File: src/rtl/stim_enable_scheduler.sv
// Paced round-robin read-enable scheduler: one strobe per slot, grouped into bursts separated by gaps.
// Latency: grant strobe appears the cycle after the slot edge; done pulses one cycle after the DONE state.
// Backpressure: a slot with no requesting channel is dropped; stop aborts to IDLE and wins over a coincident grant.
module stim_enable_scheduler #(
    parameter int N_CH  = 4,
    parameter int CNT_W = 10
) (
    input  logic             clk,
    input  logic             rst_n,
    input  logic             start,
    input  logic             stop,
    input  logic [CNT_W-1:0] repeat_time,
    input  logic [15:0]      burst_len,
    input  logic [CNT_W-1:0] gap_len,
    input  logic [7:0]       n_bursts,
    input  logic [N_CH-1:0]  ch_req,
    output logic [N_CH-1:0]  ch_en,
    output logic             busy,
    output logic             done,
    output logic [15:0]      grant_cnt
);
    localparam int IDX_W = (N_CH > 1) ? $clog2(N_CH) : 1;
    // Pointer starts at the last channel so the first search begins at channel 0.
    localparam logic [IDX_W-1:0] PTR_INIT = IDX_W'(N_CH - 1);

    typedef enum logic [1:0] {IDLE, RUN, GAP, DONE} state_t;

    state_t            state;
    logic [CNT_W-1:0]  rep_m1;
    logic [15:0]       blen;
    logic [CNT_W-1:0]  glen;
    logic [7:0]        nb;
    logic [CNT_W-1:0]  div;
    logic [CNT_W-1:0]  gap_cnt;
    logic [15:0]       burst_grants;
    logic [7:0]        burst_cnt;
    logic [IDX_W-1:0]  ptr;
    logic              win_vld;
    logic [IDX_W-1:0]  win_idx;

    always_comb begin
        win_vld = 1'b0;
        win_idx = '0;
        for (int i = 1; i <= N_CH; i++) begin
            if (!win_vld && ch_req[(int'(ptr) + i) % N_CH]) begin
                win_vld = 1'b1;
                win_idx = IDX_W'((int'(ptr) + i) % N_CH);
            end
        end
    end

    always_ff @(posedge clk or negedge rst_n) begin
        if (!rst_n) begin
            state        <= IDLE;
            rep_m1       <= '0;
            blen         <= '0;
            glen         <= '0;
            nb           <= '0;
            div          <= '0;
            gap_cnt      <= '0;
            burst_grants <= '0;
            burst_cnt    <= '0;
            ptr          <= PTR_INIT;
            ch_en        <= '0;
            busy         <= 1'b0;
            done         <= 1'b0;
            grant_cnt    <= '0;
        end else begin
            ch_en <= '0;
            done  <= 1'b0;
            case (state)
                IDLE: begin
                    if (start && !stop) begin
                        rep_m1       <= (repeat_time == '0) ? '0 : repeat_time - CNT_W'(1);
                        blen         <= burst_len;
                        glen         <= gap_len;
                        nb           <= n_bursts;
                        div          <= '0;
                        burst_grants <= '0;
                        burst_cnt    <= '0;
                        grant_cnt    <= '0;
                        ptr          <= PTR_INIT;
                        busy         <= 1'b1;
                        state        <= RUN;
                    end
                end
                RUN: begin
                    if (stop) begin
                        busy  <= 1'b0;
                        state <= IDLE;
                    end else if (div == rep_m1) begin
                        div <= '0;
                        if (win_vld) begin
                            ch_en     <= N_CH'(1) << win_idx;
                            ptr       <= win_idx;
                            grant_cnt <= grant_cnt + 16'd1;
                            if (blen != '0 && burst_grants + 16'd1 == blen) begin
                                burst_grants <= '0;
                                burst_cnt    <= burst_cnt + 8'd1;
                                if (nb != '0 && burst_cnt + 8'd1 == nb) begin
                                    busy  <= 1'b0;
                                    state <= DONE;
                                end else if (glen != '0) begin
                                    gap_cnt <= '0;
                                    state   <= GAP;
                                end
                            end else begin
                                burst_grants <= burst_grants + 16'd1;
                            end
                        end
                    end else begin
                        div <= div + CNT_W'(1);
                    end
                end
                GAP: begin
                    if (stop) begin
                        busy  <= 1'b0;
                        state <= IDLE;
                    end else if (gap_cnt == glen - CNT_W'(1)) begin
                        div   <= '0;
                        state <= RUN;
                    end else begin
                        gap_cnt <= gap_cnt + CNT_W'(1);
                    end
                end
                DONE: begin
                    done  <= !stop;
                    state <= IDLE;
                end
                default: state <= IDLE;
            endcase
        end
    end
endmodule

File: config.mk
export PLATFORM = sky130hd
export DESIGN_NAME = stim_enable_scheduler
export DESIGN_NICKNAME = d
export VERILOG_FILES = /design/src/rtl/stim_enable_scheduler.sv
export SDC_FILE = /design/constraint.sdc
export NUM_CORES = 1
export LEC_CHECK = 0
export ABC_AREA = 1
export CORE_MARGIN = 1.5
export CORE_UTILIZATION = 35
export DETAILED_ROUTE_END_ITERATION = 12
export PLACE_DENSITY_LB_ADDON = 0.05
export RECOVER_POWER = 100
export SLEW_MARGIN = 5
export SYNTH_ARGS = -nofsm -noshare
export SYNTH_HDL_FRONTEND = slang
export SYNTH_SLANG_ARGS = --single-unit
File: constraint.sdc
create_clock -name clk -period 3.2 [get_ports clk]
set_input_delay 0.8 -clock clk [delete_from_list [all_inputs] [get_ports clk]]
set_output_delay 0.8 -clock clk [all_outputs]
set_load 0.1 [all_outputs]
Yosys cells after proc, flatten, opt, wreduce, memory -nomap -nowiden
Cells that the tools add are included.
{"block": "totals", "out_inout_bits": 22, "register_bits": 114}
{"block": "classes", "bitwise": 4, "n_lt_le_gt_ge": 4, "eq_ne": 24, "n_addsub": 11, "shift": 1, "n_reduce_logical": 29, "mux": 80}
{"cell": "2-to-1 mux 10 bit", "n": 14}
{"cell": "2-to-1 mux 16 bit", "n": 8}
{"cell": "case mux 16 bit (2 select lines)", "n": 2}
{"cell": "2-to-1 mux 8 bit", "n": 5}
{"cell": "2-to-1 mux 2 bit", "n": 17}
{"cell": "adder 16 x 1 -> 16 bit (second input constant)", "n": 2}
{"cell": "case mux 10 bit (3 select lines)", "n": 1}
{"cell": "!= test 2 bit (second input constant)", "n": 11}
{"cell": "adder 10 x 1 -> 10 bit (second input constant)", "n": 2}
{"cell": "== test 10 bit", "n": 2}
{"cell": "2-to-1 mux 1 bit", "n": 20}
{"cell": "case mux 10 bit (2 select lines)", "n": 1}
{"cell": "subtractor 10 x 1 -> 10 bit (second input constant)", "n": 2}
{"cell": "== test 16 bit", "n": 1}
{"cell": "less-than comparator 3 x 4 -> 1 bit (second input constant)", "n": 4}
{"cell": "2-to-1 mux 4 bit", "n": 4}
{"cell": "case mux 8 bit (2 select lines)", "n": 1}
{"cell": "nonzero test 16 bit", "n": 1}
{"cell": "!= test 3 bit (second input constant)", "n": 5}
{"cell": "AND reduction 6 bit", "n": 2}
{"cell": "zero test 10 bit", "n": 1}
{"cell": "AND reduction 5 bit", "n": 2}
{"cell": "nonzero test 10 bit", "n": 1}
{"cell": "AND reduction 9 bit", "n": 1}
{"cell": "other kinds (22)", "n": 43}

Depth between registers and ports, before layout
{"block": "depth", "word_depth": 21, "mapped_depth": 18, "mapped_depth_nobuf": 18}

Worst setup path before layout
No wires, ideal clock.
{"block": "synth_path", "kind": "register to register", "from": "reg grant_cnt[5]", "to": "reg grant_cnt[11]", "stages_incl_launch_ff": 9, "n_path_buf": 0, "arrival_time_ns": 2.123, "path_slack_ns": 0.944, "synth_period_minus_slack_ns": 2.256, "cell_sequence": "dfrtp_1 -> nand2_1 -> or3_1 -> nor2_1 -> nand2_1 -> nor2_2 -> nand2_1 -> nand2_1 -> a21oi_1"}
{"block": "synth_via", "elab_chain_cells": 5}
{"item": "start: declaration", "line": "20", "rtl": "output logic [15:0] grant_cnt"}
{"item": "start signal: assignment", "line": "96", "rtl": "grant_cnt <= grant_cnt + 16'd1;"}
{"item": "adder 16 x 1 -> 16 bit", "line": "96"}
{"item": "2-to-1 mux 16 bit", "line": "93", "rtl": "if (win_vld) begin"}
{"item": "2-to-1 mux 16 bit", "line": "91", "rtl": "end else if (div == rep_m1) begin"}
{"item": "2-to-1 mux 16 bit", "line": "88", "rtl": "if (stop) begin"}
{"item": "case mux 16 bit (2 select lines)", "line": "71", "rtl": "case (state)"}
No other way between the ends. The select of a mux whose other input is x is not followed.
A chain may end at the register's enable or synchronous reset.

Worst setup path after layout
{"block": "layout_path", "from": "in stop", "to": "reg glen[2]"}
{"block": "layout_via", "elab_chain_cells": 3}
{"item": "start: declaration", "line": "11", "rtl": "input logic stop,"}
{"item": "zero test 1 bit", "line": "73", "rtl": "if (start && !stop) begin"}
{"item": "logical AND 1 bit", "line": "73"}
{"item": "AND reduction 2 bit (no line)"}
{"item": "end signal: assignment", "line": "76", "rtl": "glen <= gap_len;"}
{"item": "end: declaration", "line": "31", "rtl": "logic [CNT_W-1:0] glen;"}
No other way between the ends.

==> summary.md <==
| Metric | Value |
|---|---|
| Rel. slew slack | 1.860% |
| Number of hold-slack violations in the final timing report | 0 |
| Max Buffers Root-to-Sink | 2 |
| Net Count, Synth | 1071 |
| Post-cts resize count | 0 |
| Worst setup skew after layout | about 0.0085 ns |
| Worst R2R Start | burst_grants[0] |
| Num ports | between 70 and 80 |
| H-tree lvl count | 4 |
| Area of the core region | 19590 um2 |
| Post-synthesis instance area | 7056 um2 |
| Fraction of layout cells with a size suffix above 1 | 5.882% |
| Critical path arrival | approximately 3.1 ns |
| Met2 Wirelength | 8440 um |
| Die outline area | around 21000 um2 |
| Global-route wire length before repair | 31280 um |
| Hold slack final | 0.4985 ns |
| Run status | complete, no violations |
| Clock tree from TritonCTS | built |
| Most used standard cell by instance count after synthesis | sky130_fd_sc_hd__nand2_1 |
| Num rows | between 50 and 60 |
| Routed via count | 6444 |
| Leakage power | around 4 nW |
| Required time worst endpoint | 3.53 ns |
| Reg2reg path depth | 16 |
| Number of library cell types mapped by synthesis | 43 |
| Maximum net fanout on the critical path | 29 |
| Share of flip-flops with an asynchronous set or reset | 100.0% |
| Part of the Yosys area used for sequential elements | 40.47% |
| Number of buffers created by CTS | 17 |
| Worst skew pair latency | 0.42 ns |
| Number of buffers inserted for hold repair after clock tree synthesis | 0 |
| Time the final worst path needs with I/O delays and setup | around 2.8 ns |
| DRT Wirelength | roughly 18000 um |
| Register bit total from synthesis | 114 |
| Half-perimeter wire length after placement | between 10000 and 15000 um |
| Uppermost metal layer occupied by signal nets | met4 |
| Die width | about 140 um |
| Number of setup violations in the final report | 0 |
| Setup Fix Bufs, Post-CTS | 0 |
| Hold-critical path endpoint | busy |
| Root buf cell | sky130_fd_sc_hd__clkbuf_16 |
| Worst-path clk slew | around 0.060 ns |
| Overflow after GRT | 0 |
| Final antenna-violating net count | 0 |
| Top post-synthesis cells by area | sky130_fd_sc_hd__dfrtp_1, sky130_fd_sc_hd__nand2_1, sky130_fd_sc_hd__inv_1 |
| Number of flops mapped to enable cells by yosys | 0 |
| Synthesis-to-finish area growth | 21.62% |
| Final worst path period share | 87.26% |
| WHS Path Cells | 2 |
| Cell taking the most area after synthesis | sky130_fd_sc_hd__dfrtp_1 |
| R2r setup slk | 0.63 ns |
| Global router's overall resource usage | roughly 18% |
| Worst r2r dst | gap_cnt[0] |
| Max Freq | 0.3581 GHz |
| Maximum number of pins on one net before global-route repair | 49 |
| Number of antenna violations at the first check in global routing | 0 |
| Unrepaired setup endpoints after global routing | false |
| Synthesized netlist cell count | 1008 |
| Final max-slew violation count | 0 |
| Count of buffers from port buffering | 73 |
| Startpoint of the most critical hold path | busy |
| Worst slack, placed | 0.2714 ns |
| Number of inserted diodes | 0 |
| Worst-Margin Slew | approximately 1.5 ns |
| Initial DRC count | 313 |
| Yosys warns | 0 |
| Via count of the first global-routing pass | about 6400 |
| Worst Path Class, Setup | input pin to register |
| Final GP Congestion | approximately 0.8 |
| Mean instance size in the synthesized netlist | ~7 um2 |
| Met1 wire length | 8994 um |
| # placed instances | 1339 |
| Die Ht | between 100 and 150 um |
| Ratio of routed vias to standard cells | between 4 and 5 |
| Share of Yosys cell area claimed by the top area cell type | 39.72% |
| Cell area power density | 779.2 nW/um2 |
| Final-stage net count | approximately 1200 |
| Total negative slack | 0 ns |
| Starting Density | 36.02% |
| Final standard cell count with taps included and fillers excluded | 1370 |
| CP Capture Type | register |
| Sort of element at the start of the critical path | input pin |
| Worst hold path class | register to register |
| Max rail drop VDD | 0.4375 mV |
| Clock sinks | 114 |
| Worst setup margin | slightly above 0.4 ns |
| Routed WL per cell | 13.23 um |
| # Max-Cap Violations | 0 |
| First-pass detailed-route iteration total | 6 |
| Primary FF master, synth | sky130_fd_sc_hd__dfrtp_1 |
| Commonest cells in the synthesized netlist | sky130_fd_sc_hd__nand2_1, sky130_fd_sc_hd__dfrtp_1, sky130_fd_sc_hd__inv_1 |
| DRC violations left | 0 |
| Amount of wire on met3 after detailed routing | about 530 um |
==> power breakdown <==
| group | switching (W) | internal, W | total [W] |
|---|---|---|---|
| clock | 0.000675 | 0.00133 | 0.00201 |
| combinational | 0.00168 | 0.000881 | 0.00257 |
| sequential | 0.000312 | 0.00180 | 0.00211 |
| total | 0.00267 | 0.00401 | 0.00669 |
==> per-layer routing <==
| layer | GRT usage [%] | up-vias |
|---|---|---|
| met5 | 0 | - |
| met4 | 4.330 | 0 |
| met3 | 3.868 | 14 |
| met2 | 30.38 | 92 |
| met1 | 24.15 | 2940 |
| li1 | - | 3398 |
==> stage by stage <==
| stage | util (%) | area (um2) | total power, W |
|---|---|---|---|
| after CTS | 44.51 | 8720 | 0.006814 |
| after detailed placement | 41.36 | 8103 | 0.004771 |
| after global placement | 41.36 | 8103 | 0.004780 |
| after floorplan | - | 7056 | 0.003997 |
| final | 43.80 | 8581 | 0.006686 |
| after global routing | 43.80 | 8581 | 0.007232 |
==> how the worst max path moves through the flow <==
stage | endpoint | cells past startpoint | startpoint | slack, ns
after floorplan | grant_cnt[11] | 8 | grant_cnt[5] | 0.94
after global placement | grant_cnt[10] | 12 | ch_req[0] | 0.29
after detailed placement | grant_cnt[10] | 12 | ch_req[0] | 0.27
after CTS | gap_cnt[0] | 16 | burst_grants[0] | 0.61
after global routing | glen[4] | 2 | rst_n | 0.16
final | glen[2] | 7 | stop | 0.41
==> critical path: stages <==
cell and delay, ns:
sky130_fd_sc_hd__dlygate4sd3_1 0.64, sky130_fd_sc_hd__inv_1 0.12, sky130_fd_sc_hd__nand3_1 0.15, sky130_fd_sc_hd__inv_1 0.58
sky130_fd_sc_hd__clkbuf_2 0.54, sky130_fd_sc_hd__nand2_1 0.17, sky130_fd_sc_hd__o21ai_0 0.11
==> cell usage in the layout (no fill, tap or decap), types with 2 or more instances in the layout <==
master / n
sky130_fd_sc_hd__ha_1: 11
sky130_fd_sc_hd__a21oi_1: 27
sky130_fd_sc_hd__o31ai_1: 5
sky130_fd_sc_hd__clkinv_2: 5
sky130_fd_sc_hd__o21ai_0: 59
sky130_fd_sc_hd__nor2_1: 108
sky130_fd_sc_hd__dfstp_2: 2
sky130_fd_sc_hd__o22ai_1: 15
sky130_fd_sc_hd__buf_4: 7
sky130_fd_sc_hd__clkbuf_8: 2
sky130_fd_sc_hd__nor4_1: 3
sky130_fd_sc_hd__inv_2: 4
sky130_fd_sc_hd__nor2_4: 3
sky130_fd_sc_hd__dlygate4sd3_1: 2
sky130_fd_sc_hd__nor3b_1: 3
sky130_fd_sc_hd__xor2_1: 26
sky130_fd_sc_hd__clkbuf_16: 17
sky130_fd_sc_hd__clkinvlp_4: 2
sky130_fd_sc_hd__xnor2_2: 2
sky130_fd_sc_hd__or3_1: 2
sky130_fd_sc_hd__nor2_2: 5
sky130_fd_sc_hd__nand2_2: 4
sky130_fd_sc_hd__clkbuf_1: 26
sky130_fd_sc_hd__o21ai_1: 3
sky130_fd_sc_hd__nand4_1: 14
sky130_fd_sc_hd__buf_12: 3
sky130_fd_sc_hd__nand3_1: 81
sky130_fd_sc_hd__nor3_1: 24
sky130_fd_sc_hd__nand3b_1: 5
sky130_fd_sc_hd__bufinv_16: 4
sky130_fd_sc_hd__clkbuf_2: 2
sky130_fd_sc_hd__xnor2_1: 9
sky130_fd_sc_hd__clkdlybuf4s50_1: 48
sky130_fd_sc_hd__nand2_1: 337
sky130_fd_sc_hd__dfrtp_1: 112
sky130_fd_sc_hd__inv_1: 111
==> state kept, by name, indices dropped and copies added, names as in the netlist <==
name / count
blen: 16
burst_grants: 16
grant_cnt: 16
div: 10
gap_cnt: 10
glen: 10
rep_m1: 10
burst_cnt: 8
nb: 8
ch_en: 4
ptr: 2
state: 2
busy: 1
done: 1
==> kinds of logic (layout without fill, tap and decap cells) <==
family / after synthesis / in the layout / synth area share (%)
mux: 1 / 1 / 0.1419
xor+xnor: 38 / 38 / 5.125
simple gates: 592 / 592 / 35.54
compound gates: 115 / 115 / 8.832
flops: 114 / 114 / 40.47
fa+ha+maj: 11 / 11 / 1.951
buf+inv: 137 / 234 / 7.945
==> layout make-up <==
| type | count | area, um2 |
|---|---|---|
| multi-input combinational | 757 | 3625 |
| clock inverter | 11 | 160.2 |
| clock buffer | 20 | 456.7 |
| inverter | 116 | 435.4 |
| timing repair buffer | 87 | 716.9 |
| tap | 265 | 331.6 |
| fill | 2087 | 11010 |
| sequential | 114 | 2855 |
No activity file was read; power rests on OpenSTA's default activity.
